===== src/rtl/metaball_scan_if.sv =====
// Metaball evaluation bus: the scanner strobes a pixel coordinate to every
// ball and collects each ball's valid flag and Q16.15 field value.
interface metaball_scan_if #(
  parameter int N_BALLS = 2
);
  logic                     px_stb;
  logic [31:0]              p_x;
  logic [31:0]              p_y;
  logic [N_BALLS-1:0]       vld;
  logic [32*N_BALLS-1:0]    out;

  modport master (output px_stb, output p_x, output p_y, input vld, input out);
  modport slave  (input px_stb, input p_x, input p_y, output vld, output out);
endinterface


===== src/rtl/metaball_scan.sv =====
// Pixel-side metaball driver: rasters the grid, strobes every ball with the
// pixel coordinate, sums and thresholds the returned field, writes one bit
// per pixel and pulses mov_en at the end of each frame.
//
//   state     | meaning
//   ----------+------------------------------------------------------
//   IDLE      | waiting for frame_go
//   STROBE    | px_stb high, p_x/p_y carry the current pixel
//   WAIT_ACK  | waiting for any ball to drop vld (or timeout)
//   WAIT_DONE | waiting for all vld high, then latch saturated sum
//   WRITE     | framebuffer write of the thresholded pixel
//   MOVE      | mov_en pulse, back to IDLE
module metaball_scan #(
  parameter int          H_RES   = 40,
  parameter int          V_RES   = 30,
  parameter int          N_BALLS = 2,
  parameter logic [31:0] THRESH  = 32'h0000_8000,
  parameter int          ACK_TO  = 8,
  parameter int          AW      = $clog2(H_RES*V_RES)
) (
  input  logic                 clk,
  input  logic                 rst,
  input  logic                 frame_go,
  metaball_scan_if.master      mb,
  output logic                 wr_en,
  output logic [AW-1:0]        wr_addr,
  output logic                 wr_data,
  output logic                 mov_en,
  output logic                 busy
);

  localparam int CW   = (H_RES  > 1) ? $clog2(H_RES)  : 1;
  localparam int RW   = (V_RES  > 1) ? $clog2(V_RES)  : 1;
  localparam int CNTW = (ACK_TO > 1) ? $clog2(ACK_TO) : 1;
  localparam logic [CW-1:0]   COL_LAST = CW'(H_RES - 1);
  localparam logic [RW-1:0]   ROW_LAST = RW'(V_RES - 1);
  localparam logic [CNTW-1:0] CNT_LOAD = CNTW'(ACK_TO - 1);

  typedef enum logic [2:0] {
    S_IDLE, S_STROBE, S_WAIT_ACK, S_WAIT_DONE, S_WRITE, S_MOVE
  } state_t;

  state_t           state_q, state_d;
  logic [CW-1:0]    col_q, col_d;
  logic [RW-1:0]    row_q, row_d;
  logic [31:0]      sum_q, sum_d;
  logic [CNTW-1:0]  cnt_q, cnt_d;
  logic [31:0]      p_x_q, p_x_d;
  logic [31:0]      p_y_q, p_y_d;
  logic [39:0]      acc;
  logic [31:0]      word;
  logic [31:0]      sat_sum;

  // Saturating sum of all ball outputs; negative words contribute nothing.
  always_comb begin
    acc  = '0;
    word = '0;
    for (int k = 0; k < N_BALLS; k++) begin
      word = mb.out[32*k +: 32];
      if (!word[31]) acc = acc + {8'b0, word};
    end
    sat_sum = (acc > 40'h00_7FFF_FFFF) ? 32'h7FFF_FFFF : acc[31:0];
  end

  // State and datapath registers.
  always_ff @(posedge clk or negedge rst) begin
    if (!rst) begin
      state_q <= S_IDLE;
      col_q   <= '0;
      row_q   <= '0;
      sum_q   <= '0;
      cnt_q   <= '0;
      p_x_q   <= '0;
      p_y_q   <= '0;
    end else begin
      state_q <= state_d;
      col_q   <= col_d;
      row_q   <= row_d;
      sum_q   <= sum_d;
      cnt_q   <= cnt_d;
      p_x_q   <= p_x_d;
      p_y_q   <= p_y_d;
    end
  end

  // Next-state logic and decoded outputs.
  always_comb begin
    state_d = state_q;
    col_d   = col_q;
    row_d   = row_q;
    sum_d   = sum_q;
    cnt_d   = cnt_q;
    p_x_d   = p_x_q;
    p_y_d   = p_y_q;
    wr_en   = 1'b0;
    wr_addr = '0;
    wr_data = 1'b0;
    mov_en  = 1'b0;
    unique case (state_q)
      S_IDLE: begin
        if (frame_go) state_d = S_STROBE;
      end
      S_STROBE: begin
        cnt_d   = CNT_LOAD;
        state_d = S_WAIT_ACK;
      end
      S_WAIT_ACK: begin
        // Timeout covers balls that answer without ever dropping vld.
        if (!(&mb.vld) || cnt_q == '0) state_d = S_WAIT_DONE;
        else                           cnt_d   = cnt_q - 1'b1;
      end
      S_WAIT_DONE: begin
        if (&mb.vld) begin
          sum_d   = sat_sum;
          state_d = S_WRITE;
        end
      end
      S_WRITE: begin
        wr_en   = 1'b1;
        wr_addr = AW'(row_q) * AW'(H_RES) + AW'(col_q);
        wr_data = (sum_q >= THRESH);
        if (col_q == COL_LAST) begin
          col_d = '0;
          if (row_q == ROW_LAST) begin
            state_d = S_MOVE;
          end else begin
            row_d   = row_q + 1'b1;
            state_d = S_STROBE;
          end
        end else begin
          col_d   = col_q + 1'b1;
          state_d = S_STROBE;
        end
      end
      S_MOVE: begin
        mov_en  = 1'b1;
        col_d   = '0;
        row_d   = '0;
        state_d = S_IDLE;
      end
      default: state_d = S_IDLE;
    endcase
    // Coordinates are captured on entry to STROBE and held until the next one.
    if (state_d == S_STROBE) begin
      p_x_d = 32'(col_d) << 15;
      p_y_d = 32'(row_d) << 15;
    end
  end

  assign mb.px_stb = (state_q == S_STROBE);
  assign mb.p_x    = p_x_q;
  assign mb.p_y    = p_y_q;
  assign busy      = (state_q != S_IDLE);

endmodule

===== src/flat_wrapper.sv =====
// flat-port wrapper written by rule: the top's interface ports become plain ports
module metaball_scan_flat 
#(
  parameter int          H_RES   = 40,
  parameter int          V_RES   = 30,
  parameter int          N_BALLS = 2,
  parameter logic [31:0] THRESH  = 32'h0000_8000,
  parameter int          ACK_TO  = 8,
  parameter int          AW      = $clog2(H_RES*V_RES)
)
  (clk, rst, frame_go, wr_en, wr_addr, wr_data, mov_en, busy, mb_px_stb, mb_p_x, mb_p_y, mb_vld, mb_out);
  metaball_scan_if #(.N_BALLS(N_BALLS)) mb_i ();
  input  logic clk;
  input  logic rst;
  input  logic frame_go;
  output logic wr_en;
  output logic [AW-1:0] wr_addr;
  output logic wr_data;
  output logic mov_en;
  output logic busy;
  output wire logic [$bits(mb_i.px_stb)-1:0] mb_px_stb;
  output wire logic [$bits(mb_i.p_x)-1:0] mb_p_x;
  output wire logic [$bits(mb_i.p_y)-1:0] mb_p_y;
  input wire logic [$bits(mb_i.vld)-1:0] mb_vld;
  input wire logic [$bits(mb_i.out)-1:0] mb_out;
  assign mb_px_stb = mb_i.px_stb;
  assign mb_p_x = mb_i.p_x;
  assign mb_p_y = mb_i.p_y;
  assign mb_i.vld = mb_vld;
  assign mb_i.out = mb_out;
  metaball_scan #(.H_RES(H_RES), .V_RES(V_RES), .N_BALLS(N_BALLS), .THRESH(THRESH), .ACK_TO(ACK_TO), .AW(AW)) u_core (.clk(clk), .rst(rst), .frame_go(frame_go), .mb(mb_i), .wr_en(wr_en), .wr_addr(wr_addr), .wr_data(wr_data), .mov_en(mov_en), .busy(busy));
endmodule

===== config.mk =====
export PLATFORM = sky130hd
export DESIGN_NAME = metaball_scan_flat
export DESIGN_NICKNAME = d
export VERILOG_FILES = /design/src/rtl/metaball_scan_if.sv /design/src/rtl/metaball_scan.sv /design/src/flat_wrapper.sv
export SDC_FILE = /design/constraint.sdc
export NUM_CORES = 1
export LEC_CHECK = 0
export BUFFER_PORTS_ARGS = -buffer_cell sky130_fd_sc_hd__buf_4
export CORE_UTILIZATION = 30
export CTS_CLUSTER_SIZE = 12
export DETAILED_ROUTE_END_ITERATION = 12
export PLACE_DENSITY_LB_ADDON = 0.08
export SLEW_MARGIN = 40
export SYNTH_ARGS = -nofsm -noshare
export SYNTH_HDL_FRONTEND = slang
export SYNTH_SLANG_ARGS = --single-unit

===== constraint.sdc =====
create_clock -name clk -period 2.7 [get_ports clk]
set_input_delay 0.135 -clock clk [delete_from_list [all_inputs] [get_ports clk]]
set_output_delay 0.135 -clock clk [all_outputs]
set_load 0.005 [all_outputs]

==> results of run 1 <==
## stage by stage
stage                     setup TNS (ps)  hold WS, ps  setup WS (ps)
after floorplan                    -5820         -161           -586
after global placement             -5560          180           -547
after detailed placement           -5880          186           -566
after CTS                           -149          141          -76.1
after global routing                -416          166           -130
final                              -34.3          147          -34.3
## flip-flops by register name, summed over array words and instances, names as in the netlist
name / flops
u_core.row_q: 5
u_core.mb.p_y: 5
u_core.cnt_q: 3
u_core.state_q: 3
u_core.mb.p_x: 6
u_core.sum_q: 17
u_core.col_q: 6
## worst max-delay path by stage
| stage | depth (start not counted) | endpoint | from | slack [ps] |
|---|---|---|---|---|
| 3_5_place_dp | 13 | u_core.sum_q[30] | mb_out[0] | -570 |
| 3_3_place_gp | 13 | u_core.sum_q[22] | mb_out[0] | -550 |
| 5_1_grt | 13 | u_core.sum_q[30] | mb_out[0] | -130 |
| 6_report | 13 | u_core.sum_q[21] | mb_out[1] | -30 |
| 2_1_floorplan | 16 | u_core.sum_q[21] | mb_out[31] | -590 |
| 4_1_cts | 13 | u_core.sum_q[30] | mb_out[0] | -80 |
## synth_stat cells (4+ instances only)
cell type	n
a211oi_1	11
a21o_1	15
a21oi_1	38
a31oi_1	21
and3_1	11
buf_2	16
buf_4	53
clkbuf_1	34
dfrtp_1	45
ha_1	28
inv_1	31
maj3_1	6
mux2_2	11
mux2i_1	4
nand2_1	54
nand2b_1	9
nand3_1	8
nand4_1	9
nor2_1	69
nor2b_1	24
nor3_1	14
nor3b_1	4
nor4_1	10
nor4bb_1	8
o211ai_1	15
o21a_1	6
o21ai_0	38
o22ai_1	6
o31ai_1	7
or2_2	5
or3_1	8
xnor2_1	24
xor2_1	15
## logic make-up after synthesis
kind of cell             after synthesis  synth area share [%]
AO/OA/AOI/OAI                        197                  24.3
XOR/XNOR                              39                  6.20
adder cells (fa/ha/maj)               40                  9.15
buffers and inverters                137                  13.3
flip-flops                            45                  20.4
multiplexers                          15                  2.97
other                                  1                0.0680
AND/OR/NAND/NOR                      249                  23.6
## per-layer routing
metal,vias to the layer above,share of wire (%)
met3,11,2.4
met4,0,1.3
met5,-,0
met1,2610,49
li1,2807,-
met2,98,47
## timing repair
action                                 in CTS  in global routing
gates cloned                                1                  0
buffers inserted                            4                  8
endpoints found under the hold margin      45                  0
hold buffers                                1                  0
pin swaps                                  22                 24
setup endpoints to repair                  14                 15
resized for setup                          27                 22
## power by group through the flow
stage          Clock [uW]  Combinational [uW]  Sequential, uW
5_1_grt               764                1410            1010
6_report              715                1260             981
3_3_place_gp            0                1180             988
3_5_place_dp            0                1190             992
2_1_floorplan           0                 796             955
4_1_cts               735                1230             981
## critical path, delay by kind of cell
kind	cells	cell delay [ps]
buffers and inverters	1	110
AND/OR/NAND/NOR	3	350
adder cells (fa/ha/maj)	3	880
AO/OA/AOI/OAI	6	1410
## cell type report
type	instances	area [um2]	share of cell area (%)
sequential	45	1130	15.1
clock buffer	6	139	1.86
tap	229	287	3.85
timing repair buffer	208	1630	21.8
clock inverter	2	37.5	0.504
inverter	31	120	1.61
multi-input combinational	593	4110	55.2
==> impl_metrics.toml, run 1 <==
[sta]
setup_viol_count_final = 1
worst_slew_pin_slew_ps = 624
min_period_ps = 2730
finClkSkew_ps = 6.06
finalHoldViolations = 0
slew_headroom_pct = 58.3
fin_crit_sh_pct = 101
slew_viol_final = 0
fmax_mhz = 366
grt_setup_unrepaired = "true"
setup_ws_ps = -34.3

[floorplanning]
initial_core_util_pct = 30.7
io_pins = 149
die_x_um = 138
rows = 49
die_h_um = 138
die_area_um2 = 18900
core_um2 = 18000

[clocking]
cts_tree = "done"
cts_made_buffers = 5
numClockSinks = 45
htreeDepth = 2
ctsLongestPathBuffers = 2
clk_latency_ps = 280
clkTransAtPathRegs_ps = 60
ctsRootBufferMaster = "clkbuf_16"

[power_and_ir_drop]
p_comb_share_pct = 42.7
pwr_density_cell_nw_per_um2 = 397
leakagePower_uw = 0.00349
p_total_uw = 2960
p_clk_share_pct = 24.2
net-switching-power_uw = 1020
power_frac_seq_pct = 33.2
p_sw_share_pct = 34.6
irDropWorstVdd_mv = 0.362
intPower_uw = 1940

[routing]
wl_per_cell_um = 14.5
dr.pass1.iters = 4
ant_nets = 0
vias = 5526
drcViolationCount = 0
via_per_inst = 4.96
drt-initial-drc-count = 264
wl_um = 16200

[grt]
use_met2_pct = 28.8
antenna_found_initial = 0
grt_overflow = 0
grt_pass1_vias = 5198
grtUsageMet3_pct = 0.920
busiest_layer = "met2"
grt_pass1_wl_um = 25900
grt_max_degree = 46
grtUsageMet1_pct = 23.7
grt_use_total_pct = 17.0

[yosys]
synthCells = 723
synthArstFlopShare_pct = 100
synth_cell_types = 76
avgSynthCellArea_um2 = 7.62
synth.top_cell.area_share_pct = 20.4
ys.flop_type = "dfrtp_1"
ys_ff_latch = 45
synth_edf_count = 0
synthTopCellsByArea = "dfrtp_1 (20%), buf_4 (7.2%), ha_1 (6.4%)"
yosys_warnings = 0
yosysTopAreaCell = "dfrtp_1"
syn_area_um2 = 5510
seq_area_frac_synth_pct = 20.4

[setup_path]
critical_path.max_stage_delay_ps = 310
rr_worst_depth = 6
crit_type = "input pin to register"
cp-end-kind = "register"
startpoint_type = "input pin"
r2r-start = "u_core.row_q[0]"
slowest_stage = "maj3_2"
r2r_slack_ps = 570
crit_chain = "buf_4, nor2b_4, ha_1, a21o_1, maj3_2, maj3_2, a21o_4, a311oi_4, o31a_2, and3_4, nor2_2, o211a_1, o32a_1"
worstPathArrival_ps = 2900
reg2reg_to = "u_core.mb.p_x[15]"
cp_common_cell = "maj3_2"
path_max_fanout = 4
critPathRequiredTime_ps = 2860

[finish]
layout.nets = 984
final_common_cell = "buf_4"
n_antenna_cell = 0
final_core_util_pct = 41.5
layoutNonFillerInstCount = 1114
syn2layout_area_growth_pct = 35.1
design_area_um2 = 7450
drive_gt1_share_pct = 32.5
n_fill_cell = 1869
most-common-layout-cells = "buf_4 (201), nor2_1 (66), nand2_1 (53), conb_1 (53), dfrtp_1 (44)"

[place]
post-place-cells = 1092
io_buffer_count = 95
routabilityCongestion = 0.845
placed_cell_area_um2 = 6890
hpwl_um = 12900

[hold_path]
worst_hold_path_type = "input pin to register"
hp-start = "mb_vld[1]"
whs_endpoint = "u_core.state_q[0]"
hold-path-cell-count = 4

[outcome]
outcome = "finished with violations"
violations = "setup timing"

[flow_run]
cap_violations = 0
Note: power is estimated with default switching activity, not from simulation.
==> run 2: changes to the inputs <==
==> constraint.sdc (replaced) <==
create_clock -name clk -period 2.7 [get_ports clk]
set_input_delay 0.135 -clock clk [delete_from_list [all_inputs] [get_ports clk]]
set_output_delay 0.135 -clock clk [all_outputs]
set_load 0.1 [all_outputs]
==> run 2 against run 1 <==
The flow now finishes without violations. Combinational power up 40%. Clock power grew 2%. Fmax is 1.5% higher. Critical path type unchanged. Critical endpoint is now u_core.sum_q[22]. Largest power group unchanged.
==> impl_metrics.toml, run 2 (synthesized netlist as in run 1, its figures left out) <==
[clocking]
ctsLongestPathBuffers = 2
ctsRootBufferMaster = "clkbuf_16"
cts_made_buffers = 5
htreeDepth = 2
cts_tree = "done"
clk_latency_ps = 290
numClockSinks = 45
clkTransAtPathRegs_ps = 70

[floorplanning]
rows = 49
die_x_um = 138
io_pins = 149
core_um2 = 18000
die_h_um = 138
initial_core_util_pct = 30.7
die_area_um2 = 18900

[hold_path]
worst_hold_path_type = "input pin to register"
hp-start = "mb_vld[1]"
hold-path-cell-count = 4
whs_endpoint = "u_core.state_q[0]"

[finish]
syn2layout_area_growth_pct = 36.4
final_core_util_pct = 41.8
layout.nets = 991
drive_gt1_share_pct = 33.4
top_register = "u_core.sum_q"
most-common-layout-cells = "buf_4 (204), nor2_1 (61), conb_1 (53)"
n_fill_cell = 1871
final_common_cell = "buf_4"
design_area_um2 = 7520
largest_reg_flops = 17
n_antenna_cell = 0

[sta]
slew_headroom_pct = 44.7
min_period_ps = 2690
finalHoldViolations = 0
slew_viol_final = 0
grt_setup_unrepaired = "true"
finClkSkew_ps = 7.17
setup_viol_count_final = 0
worst_slew_pin_slew_ps = 822
fin_crit_sh_pct = 99.8
fmax_mhz = 371
whs_ps = 133

[setup_path]
path_max_fanout = 3
crit_type = "input pin to register"
r2r_slack_ps = 490
critPathRequiredTime_ps = 2880
reg2reg_to = "u_core.mb.p_x[16]"
rr_worst_depth = 7
startpoint_type = "input pin"
worstPathArrival_ps = 2870
cp-end-kind = "register"
startpoint = "mb_out[0]"
r2r-start = "u_core.row_q[0]"

[place]
routabilityCongestion = 0.839
placed_cell_area_um2 = 6960
hpwl_um = 13100
io_buffer_count = 95

[outcome]
outcome = "finished clean"

[grt]
grt_pass1_wl_um = 26100
grt_overflow = 0
grt_max_degree = 46
antenna_found_initial = 0
grt_use_total_pct = 17.1
grt_pass1_vias = 5221

[routing]
wl_met2_um = 7950
wl_um = 16200
drcViolationCount = 0
wl_met3_um = 483
dr.pass1.iters = 4
ant_nets = 0
wl_per_cell_um = 14.4
met1_length_um = 7610
drt-initial-drc-count = 238
top_layer = "met4"
via_per_inst = 4.99
vias = 5590

[power_and_ir_drop]
pwr_density_cell_nw_per_um2 = 461
irDropWorstVdd_mv = 0.275
leakagePower_uw = 0.00353

[flow_run]
cap_violations = 0
## run 2: cell types whose count changed in the layout (fill, tap and decap cells not counted), sizes merged
cell    change
bufbuf      -1
buf         +8
## run 2: final cells by class
class                      count  area (um2)  share of cell area (%)
clock inverter                 2        37.5                   0.499
multi-input combinational    593        4110                    54.7
clock buffer                   6         139                    1.85
tap                          229         287                    3.81
sequential                    45        1130                    15.0
inverter                      31         120                    1.60
timing repair buffer         215        1700                    22.6
## run 2: stage by stage
stage / std cells / setup slack, ps / total power (uW) / setup TNS (ps)
final: 1121 / 6.00 / 3460 / 0
after global routing: 1121 / -104 / 3680 / -316
after CTS: 1115 / -23.6 / 3460 / -27.7
after detailed placement: 1098 / -567 / 2690 / -5640
after global placement: 1098 / -508 / 2670 / -5530
after floorplan: 775 / -586 / 2250 / -5820
## run 2: timing repair
action	CTS	global route
hold endpoints to repair	45	0
gates resized for setup	29	32
pin swaps	23	31
setup buffers	8	6
setup endpoints to repair	15	17
hold buffers	1	0
## run 2: per-layer routing
layer | global-route usage (%) | vias to the layer above
met5 | 0 | -
met4 | 3.24 | 0
met3 | 1.25 | 12
met2 | 29.4 | 115
met1 | 23.5 | 2638
li1 | - | 2825
## run 2: how the worst max path moves through the flow
| stage | endpoint | slack [ps] | cells after the start |
|---|---|---|---|
| 2_1_floorplan | u_core.sum_q[21] | -590 | 16 |
| 3_3_place_gp | u_core.sum_q[22] | -510 | 13 |
| 6_report | u_core.sum_q[22] | 6 | 13 |
| 4_1_cts | u_core.sum_q[21] | -20 | 14 |
| 5_1_grt | u_core.sum_q[22] | -100 | 13 |
| 3_5_place_dp | u_core.sum_q[22] | -570 | 13 |
## run 2: critical path: stages
cell and delay, ps:
buf_6 90, nor2b_4 120, ha_4 160, fa_2 340, maj3_2 330, a221oi_4 310, a211oi_2 120, o21ai_2 180
a21oi_2 110, a21oi_2 120, xor2_1 80, or4_1 500, a32o_1 250
## run 2: where the power goes
part | total (uW) | switching (uW) | leakage [uW] | internal (uW)
Clock | 727 | 265 | 0.0000831 | 462
Combinational | 1760 | 1140 | 0.00288 | 622
Sequential | 977 | 124 | 0.000569 | 854
Total | 3460 | 1530 | 0.00353 | 1940
